### config.mk
export PLATFORM = sky130hd
export DESIGN_NAME = avr_irq_arbiter
export DESIGN_NICKNAME = d
export VERILOG_FILES = /design/src/rtl/avr_irq_pkg.sv /design/src/rtl/avr_irq_prio_enc.sv /design/src/rtl/avr_irq_arbiter.sv
export SDC_FILE = /design/constraint.sdc
export NUM_CORES = 1
export LEC_CHECK = 0
export ABC_AREA = 1
export CAP_MARGIN = 20
export CORE_MARGIN = 4
export CORE_UTILIZATION = 47
export CTS_BUF_LIST = sky130_fd_sc_hd__clkbuf_16
export DETAILED_ROUTE_END_ITERATION = 16
export PLACE_DENSITY_LB_ADDON = 0.3
export RECOVER_POWER = 50
export SLEW_MARGIN = 15
export SYNTH_ARGS = -nofsm -noshare
export SYNTH_HDL_FRONTEND = slang
export SYNTH_SLANG_ARGS = --single-unit
### constraint.sdc
create_clock -name cp2 -period 5.8 [get_ports cp2]
set_input_delay 0.87 -clock cp2 [delete_from_list [all_inputs] [get_ports cp2]]
set_output_delay 0.87 -clock cp2 [all_outputs]
set_load 0.02 [all_outputs]
### src/rtl/avr_irq_pkg.sv
// avr_irq_pkg: shared types and constants for the AVR interrupt arbiter.
//   irq_state_t  : arbiter FSM states
//   VEC_W        : vector index width
//   USART0_*     : ATmega328PB vector indices for the USART0 sources
package avr_irq_pkg;

  localparam int unsigned VEC_W = 6;

  typedef enum logic [1:0] {
    IDLE,
    REQ,
    ACK,
    GUARD
  } irq_state_t;

  localparam logic [VEC_W-1:0] USART0_RX    = 6'h12;
  localparam logic [VEC_W-1:0] USART0_UDRE  = 6'h13;
  localparam logic [VEC_W-1:0] USART0_TX    = 6'h14;
  localparam logic [VEC_W-1:0] USART0_START = 6'h1A;

endpackage

### src/rtl/avr_irq_prio_enc.sv
// avr_irq_prio_enc: combinational lowest-index priority encoder.
//   i_req [NUM_IRQ] : request vector, bit k = index k
//   o_sel [VEC_W]   : lowest set index (0 when none set)
//   o_any           : at least one request bit set
module avr_irq_prio_enc #(
  parameter int unsigned NUM_IRQ = 64,
  parameter int unsigned VEC_W   = 6
) (
  input  logic [NUM_IRQ-1:0] i_req,
  output logic [VEC_W-1:0]   o_sel,
  output logic               o_any
);

  always_comb begin
    o_sel = '0;
    o_any = 1'b0;
    for (int unsigned i = 0; i < NUM_IRQ; i++) begin
      if (i_req[i] && !o_any) begin
        o_sel = VEC_W'(i);
        o_any = 1'b1;
      end
    end
  end

endmodule

### src/rtl/avr_irq_arbiter.sv
// avr_irq_arbiter: fixed-priority interrupt arbiter (lowest vector wins).
//   cp2          : system clock, rising edge
//   ireset       : synchronous active-high reset
//   irq_lines    : level requests, bit k = vector k (bit 0 ignored)
//   global_ie    : SREG.I
//   core_ready   : core at an instruction boundary
//   irq_take     : core accepts the presented vector
//   irq_req      : request to core
//   irq_vec      : vector presented with irq_req (held while idle)
//   irqack       : one-cycle acknowledge to peripherals
//   irqack_addr  : vector being acknowledged (held between pulses)
//   irq_busy     : arbiter not idle
module avr_irq_arbiter #(
  parameter int unsigned NUM_IRQ   = 64,
  parameter int unsigned VEC_W     = avr_irq_pkg::VEC_W,
  parameter int unsigned GUARD_CYC = 2
) (
  input  logic               cp2,
  input  logic               ireset,
  input  logic [NUM_IRQ-1:0] irq_lines,
  input  logic               global_ie,
  input  logic               core_ready,
  input  logic               irq_take,
  output logic               irq_req,
  output logic [VEC_W-1:0]   irq_vec,
  output logic               irqack,
  output logic [VEC_W-1:0]   irqack_addr,
  output logic               irq_busy
);

  import avr_irq_pkg::*;

  localparam int unsigned GW = (GUARD_CYC > 0) ? $clog2(GUARD_CYC + 1) : 1;

  irq_state_t         r_state;
  irq_state_t         w_state_nx;
  logic [VEC_W-1:0]   r_vec;
  logic [VEC_W-1:0]   r_ack_addr;
  logic [GW-1:0]      r_guard;
  logic [NUM_IRQ-1:0] w_pending;
  logic [VEC_W-1:0]   w_sel;
  logic               w_any;

  // Vector 0 is reset and never arbitrated.
  assign w_pending = irq_lines & ~(NUM_IRQ'(1));

  avr_irq_prio_enc #(
    .NUM_IRQ (NUM_IRQ),
    .VEC_W   (VEC_W)
  ) u_prio_enc (
    .i_req (w_pending),
    .o_sel (w_sel),
    .o_any (w_any)
  );

  always_comb begin
    w_state_nx = r_state;
    case (r_state)
      IDLE: begin
        if (global_ie && core_ready && w_any) w_state_nx = REQ;
      end
      REQ: begin
        // take has priority over a cancel in the same cycle
        if (irq_take)                             w_state_nx = ACK;
        else if (!global_ie || !irq_lines[r_vec]) w_state_nx = IDLE;
      end
      ACK: begin
        w_state_nx = (GUARD_CYC == 0) ? IDLE : GUARD;
      end
      GUARD: begin
        // counter is loaded with GUARD_CYC on ACK; leave when it would hit 0
        if (r_guard <= GW'(1)) w_state_nx = IDLE;
      end
      default: w_state_nx = IDLE;
    endcase
  end

  always_ff @(posedge cp2) begin
    if (ireset) begin
      r_state    <= IDLE;
      r_vec      <= '0;
      r_ack_addr <= '0;
      r_guard    <= '0;
    end else begin
      r_state <= w_state_nx;
      if (r_state == IDLE && w_state_nx == REQ) r_vec <= w_sel;
      if (r_state == REQ && w_state_nx == ACK)  r_ack_addr <= r_vec;
      if (r_state == ACK)
        r_guard <= GW'(GUARD_CYC);
      else if (r_state == GUARD && r_guard != '0)
        r_guard <= r_guard - GW'(1);
    end
  end

  assign irq_req     = (r_state == REQ);
  assign irq_vec     = r_vec;
  assign irqack      = (r_state == ACK);
  assign irqack_addr = r_ack_addr;
  assign irq_busy    = (r_state != IDLE);

endmodule

==> out/summary.txt, run 1 <==
Placeable Area: 4850 um^2
Syn Nets: 484
Number of global-route vias before repair: 2859
Crit share post-route: 0.953
Cell count after synthesis: 413
Diode count: 0
Area grow syn2layout: 46.6%
Slowest Stage Delay on Critical Path: 0.48 ns
Final Util: 0.734
Worst-skew pair later-pin latency: 0.24 ns
CTS Buffer Depth: 2
Hold path cells: 2
Distinct cells, synth: 36
Setup violations, final: 0
Fraction of layout cells with a size suffix above 1: 0.131
Peak supply drop: 0.192 mV
Final #Nets: 570
Die width: 79.8 um
Port bufs: 83
Crit-path most repeated cell: nor2_4
Wire length on met2: 4.19 mm
FF-to-FF path depth: 10
Startpoint Class: primary input
Post-Syn Area: 2430 um^2
Top layer in use: met4
HPWL Detailed: 6.14 mm
Outcome: complete, no violations
Maximum number of pins on one net before global-route repair: 45
HP Class: reg -> reg
Drt via density: 5.83
Req. time, crit path: 5.94 ns
Relative slew slack: 0.440
Metal1 wirelength: 3.50 mm
Antenna-violating nets left: 0
Critical Path Source: irq_lines[6]
Die area: 6380 um^2
Area of the multi-input gates: 1870 um^2
Clock root buffer: clkbuf_16
WL met3: 728 um
Synth Warn #: 0
Initial antenna violation count: 0
Drt wl/cell: 15.1 um
Htree depth: 1
First-pass GRT wire length: 12.7 mm
#FFs+latches synth: 16
Final Hold Fails: 0
Slew @ Worst Pin: 0.838 ns
Filler cell count: 399
I/O pins: 84
Clock transition at path regs: 0.05 ns
Final Max Tran Viols: 0
Drc violations: 0
Syn_area_per_cell: 5.87 um^2
Final setup TNS: 0 ns
Static leakage: 1.54 nW
Clock Sink Count: 16
Worst-path fanout max: 7
FF+latch area: 320 um^2
Minimum clock period: 5.52 ns
Post-route cell area: 3560 um^2
Starting Density: 0.500
Die height: 79.8 um
Row cnt: 25
Hold Crit Start: irqack_addr[0]
Crit Path Category: in -> reg
Via count: 3294
Worst Skew: 0.00169 ns
CP Data Arrival Time: 5.66 ns
GRT overflow: 0
Seq/Total Area, Yosys: 0.132
First-pass DRT Iterations: 5
Routability Congestion: 0.980
Drt total wl: 8.51 mm
Critical Path End Type: register
Fmax: 181 MHz
CP max-delay cell: clkdlybuf4s50_1
RR Startpoint: irq_vec[0]
DP Area: 3280 um^2
Initial DRC Count: 326
CTS tree: built
Total GRT Usage: 0.239
MaxCap Viol Count: 0
Num CTS Buffers: 3
PwrDens: 126 nW/um^2
synthesized netlist by cell type:
master | n | area [um^2]
a211oi_1 | 1 | 7.51
a21oi_1 | 28 | 140
a221oi_1 | 1 | 8.76
a31o_2 | 1 | 8.76
a31oi_1 | 5 | 31.3
and2_1 | 1 | 6.26
and3_1 | 1 | 6.26
buf_12 | 1 | 20.0
clkbuf_1 | 11 | 41.3
clkinv_1 | 2 | 7.51
dfxtp_1 | 16 | 320
ha_1 | 2 | 25.0
inv_1 | 73 | 274
nand2_1 | 33 | 124
nand2_2 | 4 | 25.0
nand2_4 | 1 | 11.3
nand3_1 | 24 | 120
nand3_2 | 1 | 10.0
nand3b_1 | 1 | 7.51
nand4_1 | 18 | 113
nand4_2 | 9 | 113
nand4_4 | 2 | 42.5
nor2_1 | 44 | 165
nor2_2 | 24 | 150
nor2_4 | 4 | 45.0
nor3_1 | 10 | 50.1
nor4_1 | 9 | 56.3
o2111ai_1 | 3 | 26.3
o211ai_1 | 8 | 60.1
o21a_1 | 4 | 30.0
o21ai_0 | 63 | 315
o221ai_1 | 1 | 8.76
o22ai_1 | 2 | 12.5
o311ai_0 | 1 | 8.76
o41ai_1 | 3 | 26.3
xor2_1 | 1 | 8.76
metal layers:
layer  GRT usage  vias up
li1            -     1605
met1       0.314     1500
met2       0.409      175
met3      0.0339       14
met4      0.0557        0
met5           0        -
layout make-up:
class,instances,share of cell area
Clock buffer,3,0.0211
Clock inverter,1,0.00106
Inverter,75,0.0791
Multi-Input combinational cell,311,0.526
Sequential cell,16,0.0900
Tap cell,67,0.0236
Timing Repair Buffer,92,0.259
cell usage in the layout, fill, tap and decap left out, types with 3 or more instances in the layout:
cell type and n:
a21oi_1 28, a31oi_1 5, buf_4 8, clkbuf_16 3, clkdlybuf4s50_1 70, clkinv_1 3, dfxtp_1 16, dlygate4sd3_1 7
dlymetal6s2s_1 6, inv_1 68, inv_2 5, nand2_1 32, nand2_2 5, nand3_1 24, nand4_1 18, nand4_2 4
nand4_4 7, nor2_1 44, nor2_2 17, nor2_4 11, nor3_1 10, nor4_1 9, o2111ai_1 3, o211ai_1 8
o21a_1 4, o21ai_0 63, o41ai_1 3
critical path: cells and delay by family:
kind,cells,cell delay (ns)
AND/OR/NAND/NOR,33,4.17
buffers and inverters,2,0.60
power breakdown:
part,total [mW],switching (mW),internal [mW]
Clock,0.134,0.0423,0.0914
Sequential,0.128,0.0107,0.117
Combinational,0.188,0.103,0.0848
timing repair:
| action | CTS | global route |
|---|---|---|
| endpoints found under the setup margin | 0 | 7 |
| hold buffers | 0 | 0 |
| resized for setup | 0 | 26 |
| setup buffers | 0 | 8 |
cells by family (layout without fill, tap and decap cells):
| kind of cell | after synthesis | in the layout | share of synthesized area |
|---|---|---|---|
| simple gates | 186 | 187 | 0.431 |
| compound gates | 121 | 121 | 0.282 |
| buf+inv | 87 | 171 | 0.141 |
| flops | 16 | 16 | 0.132 |
| fa+ha+maj | 2 | 2 | 0.0103 |
| xor+xnor | 1 | 1 | 0.00361 |
stage by stage:
step	instances	hold WS [ns]	total power, mW	worst slack, ns
after floorplan	413	0.537	0.216	1.00
after CTS	555	0.560	0.442	0.140
final	565	0.553	0.450	0.275
after global placement	551	0.534	0.305	0.273
after detailed placement	551	0.543	0.307	-0.0495
after global routing	565	0.582	0.474	-0.0981
state kept, by name (all words and copies together) (netlist names):
name and count:
irqack_addr 6, r_state 2, irq_vec 6, r_guard 2
worst paths after layout:
check / slack (ns) / endpoint
setup / recovery: 0.28 / irq_vec[0]
hold reg to reg: 0.55 / irqack_addr[0]
hold / removal: 0.55 / irqack_addr[0]
setup reg to reg: 2.62 / r_state[0]
(Power assumes the default switching activity.)
==> run 2, diff against run 1 <==
--- a/config.mk
+++ b/config.mk
@@ -8,7 +8,7 @@
 export ABC_AREA = 1
 export CAP_MARGIN = 20
 export CORE_MARGIN = 4
-export CORE_UTILIZATION = 47
+export CORE_UTILIZATION = 42
 export CTS_BUF_LIST = sky130_fd_sc_hd__clkbuf_16
 export DETAILED_ROUTE_END_ITERATION = 16
 export PLACE_DENSITY_LB_ADDON = 0.3
==> constraint.sdc (replaced) <==
create_clock -name cp2 -period 4.9 [get_ports cp2]
set_input_delay 0.735 -clock cp2 [delete_from_list [all_inputs] [get_ports cp2]]
set_output_delay 0.735 -clock cp2 [all_outputs]
set_load 0.02 [all_outputs]
==> run 2 against run 1 <==
Effect of this change:
- worst setup slack worse by 0.061 ns
- core utilization down 4.9 points
- clock-buffer cell count unchanged
- total power up 22%
- critical endpoint unchanged
- largest power group unchanged
- highest routed layer unchanged
==> out/summary.txt, run 2 (same netlist as run 1, synthesis figures left out) <==
HP Class: reg -> reg
Relative slew slack: 0.514 (+0.0733)
HPWL Detailed: 6.21 mm (+1.2%)
Total power: 547 uW (+22%)
Slowest Stage Delay on Critical Path: 0.46 ns (-0.02 ns)
Via count: 3362 (+2.1%)
R2r setup slk: 2.51 ns (-0.11 ns)
Final Hold Fails: 0 (unchanged)
Final Max Tran Viols: 0 (unchanged)
Post-route insts no fill: 609 (+7.8%)
Minimum clock period: 4.69 ns
Crit Path Category: in -> reg
Fraction of layout cells with a size suffix above 1: 0.210 (+0.0799)
I/O pins: 84 (unchanged)
First-pass GRT wire length: 13.6 mm (+7.0%)
Slew @ Worst Pin: 0.729 ns (-0.110 ns)
Maximum number of pins on one net before global-route repair: 30 (-33%)
Crit share post-route: 0.956
Placeable Area: 5540 um^2 (+14%)
Diode count: 0 (unchanged)
Die height: 84 um (+5.2%)
Critical Path End Type: register
Die area: 7060 um^2 (+11%)
Num CTS Buffers: 3 (unchanged)
Final #Nets: 609 (+6.8%)
Clock transition at path regs: 0.05 ns (about the same)
Reg-to-Reg End: r_state[0]
Setup WS post-layout: 0.214 ns (-0.0614 ns)
RR Startpoint: irq_vec[1]
Worst-skew pair later-pin latency: 0.25 ns (about the same)
FF-to-FF path depth: 9 (-1)
Clock root buffer: clkbuf_16
GRT overflow: 0 (unchanged)
Starting Density: 0.438 (-0.0625)
Row cnt: 27 (+8.0%)
Worst Skew: 0.00174 ns (+0.0000491 ns)
Initial DRC Count: 199 (-39%)
Pre-CTS setup slack: -0.532 ns (-0.483 ns)
MaxCap Viol Count: 0 (unchanged)
Hold Crit Start: irqack_addr[1]
Drt total wl: 8.25 mm (-3.1%)
Most frequent cells in the layout: 69 x clkdlybuf4s50_1, 67 x inv_1, 63 x o21ai_0
Most common cell after layout, fill and taps aside: clkdlybuf4s50_1
Clock Sink Count: 16 (unchanged)
Final hold slack: 0.546 ns (-0.00709 ns)
Req. time, crit path: 5.09 ns (-0.85 ns)
Fmax: 213 MHz
Hold path cells: 2 (unchanged)
Routability Congestion: 0.874 (-11%)
Area grow syn2layout: 56.4%
DP Cell Count: 580 (+5.3%)
Number of global-route vias before repair: 3125 (+9.3%)
CP max-delay cell: clkdlybuf4s50_1
Filler cell count: 508 (+27%)
Htree depth: 1 (unchanged)
CTS tree: built
Drt wl/cell: 13.5 um (-10%)
PwrDens: 144 nW/um^2 (+14%)
Setup violations, final: 0 (unchanged)
Hold Path End: irqack_addr[1]
Outcome: complete, no violations
Port bufs: 83 (unchanged)
Startpoint Class: primary input
First-pass DRT Iterations: 4 (-1)
Drt via density: 5.52 (-5.3%)
Crit-path most repeated cell: nor2_2
Antenna-violating nets left: 0 (unchanged)
Static leakage: 1.68 nW (+9.1%)
Worst-path fanout max: 6 (-1)
Initial antenna violation count: 0 (unchanged)
CP Data Arrival Time: 4.87 ns (-0.79 ns)
Drc violations: 0 (unchanged)
Total GRT Usage: 0.223 (-0.0153)
CTS Buffer Depth: 2 (unchanged)
Peak supply drop: 0.151 mV (-21%)
Die width: 84 um (+5.2%)
run 2: cell count changes in the layout (fill, tap and decap cells not counted), sizes merged:
cell	previous run	this run
dlygate4sd2	0	3
dlymetal6s2s	6	0
buf	9	53
clkdlybuf4s50	70	69
dlygate4sd3	7	6
run 2: timing repair:
item / 4_1_cts / 5_1_grt
setup buffers: 19 / 5
pin swaps: 22 / 16
hold buffers: 0 / 0
setup endpoints to repair: 7 / 7
resized for setup: 38 / 8
gates cloned: 1 / 0
run 2: final cells by class:
class                   instances  area [um^2]  area share
clock buffers                   3         75.1      0.0198
repair buffers                131         1180       0.312
multi-input cells             311         1840       0.485
flip-flops and latches         16          320      0.0844
well taps                      72         90.1      0.0237
clock inverters                 1         3.75    0.000989
inverters                      75          282      0.0742
run 2: worst max path at each step:
stage                            start          to  slack, ns  cells after the start
after global routing      irq_lines[9]  irq_vec[1]      -0.06                     33
after detailed placement  irq_lines[2]  irq_vec[1]      -0.53                     37
after global placement    irq_lines[2]  irq_vec[1]      -0.29                     37
final                     irq_lines[9]  irq_vec[0]       0.21                     33
after CTS                 irq_lines[3]  irq_vec[1]      -0.15                     37
after floorplan           irq_lines[2]  irq_vec[3]       0.24                     37
run 2: report_power, final:
part	total (mW)	switching (mW)	leakage [nW]	internal, mW
Combinational	0.240	0.127	1.51	0.113
Clock	0.160	0.0519	0.0385	0.108
Sequential	0.147	0.00881	0.131	0.138
run 2: metal layers:
layer,up-vias,global-route usage,part of all wire
met1,1528,0.271,0.42
met5,-,0,0
met2,133,0.417,0.51
met4,0,0.0482,0.0099
met3,10,0.0257,0.057
li1,1691,-,-
run 2: per-stage QoR:
stage                     cell area [um^2]  utilization  TNS (ns)
after floorplan                       2430            -         0
after global placement                3470        0.626     -1.78
after detailed placement              3470        0.626     -3.41
after CTS                             3700        0.668    -0.858
after global routing                  3790        0.685    -0.297
final                                 3790        0.685         0
run 2: worst max-delay path: cells and delay by family:
| kind | cells | cell delay, ns |
|---|---|---|
| simple gates | 31 | 3.52 |
| buf+inv | 2 | 0.58 |
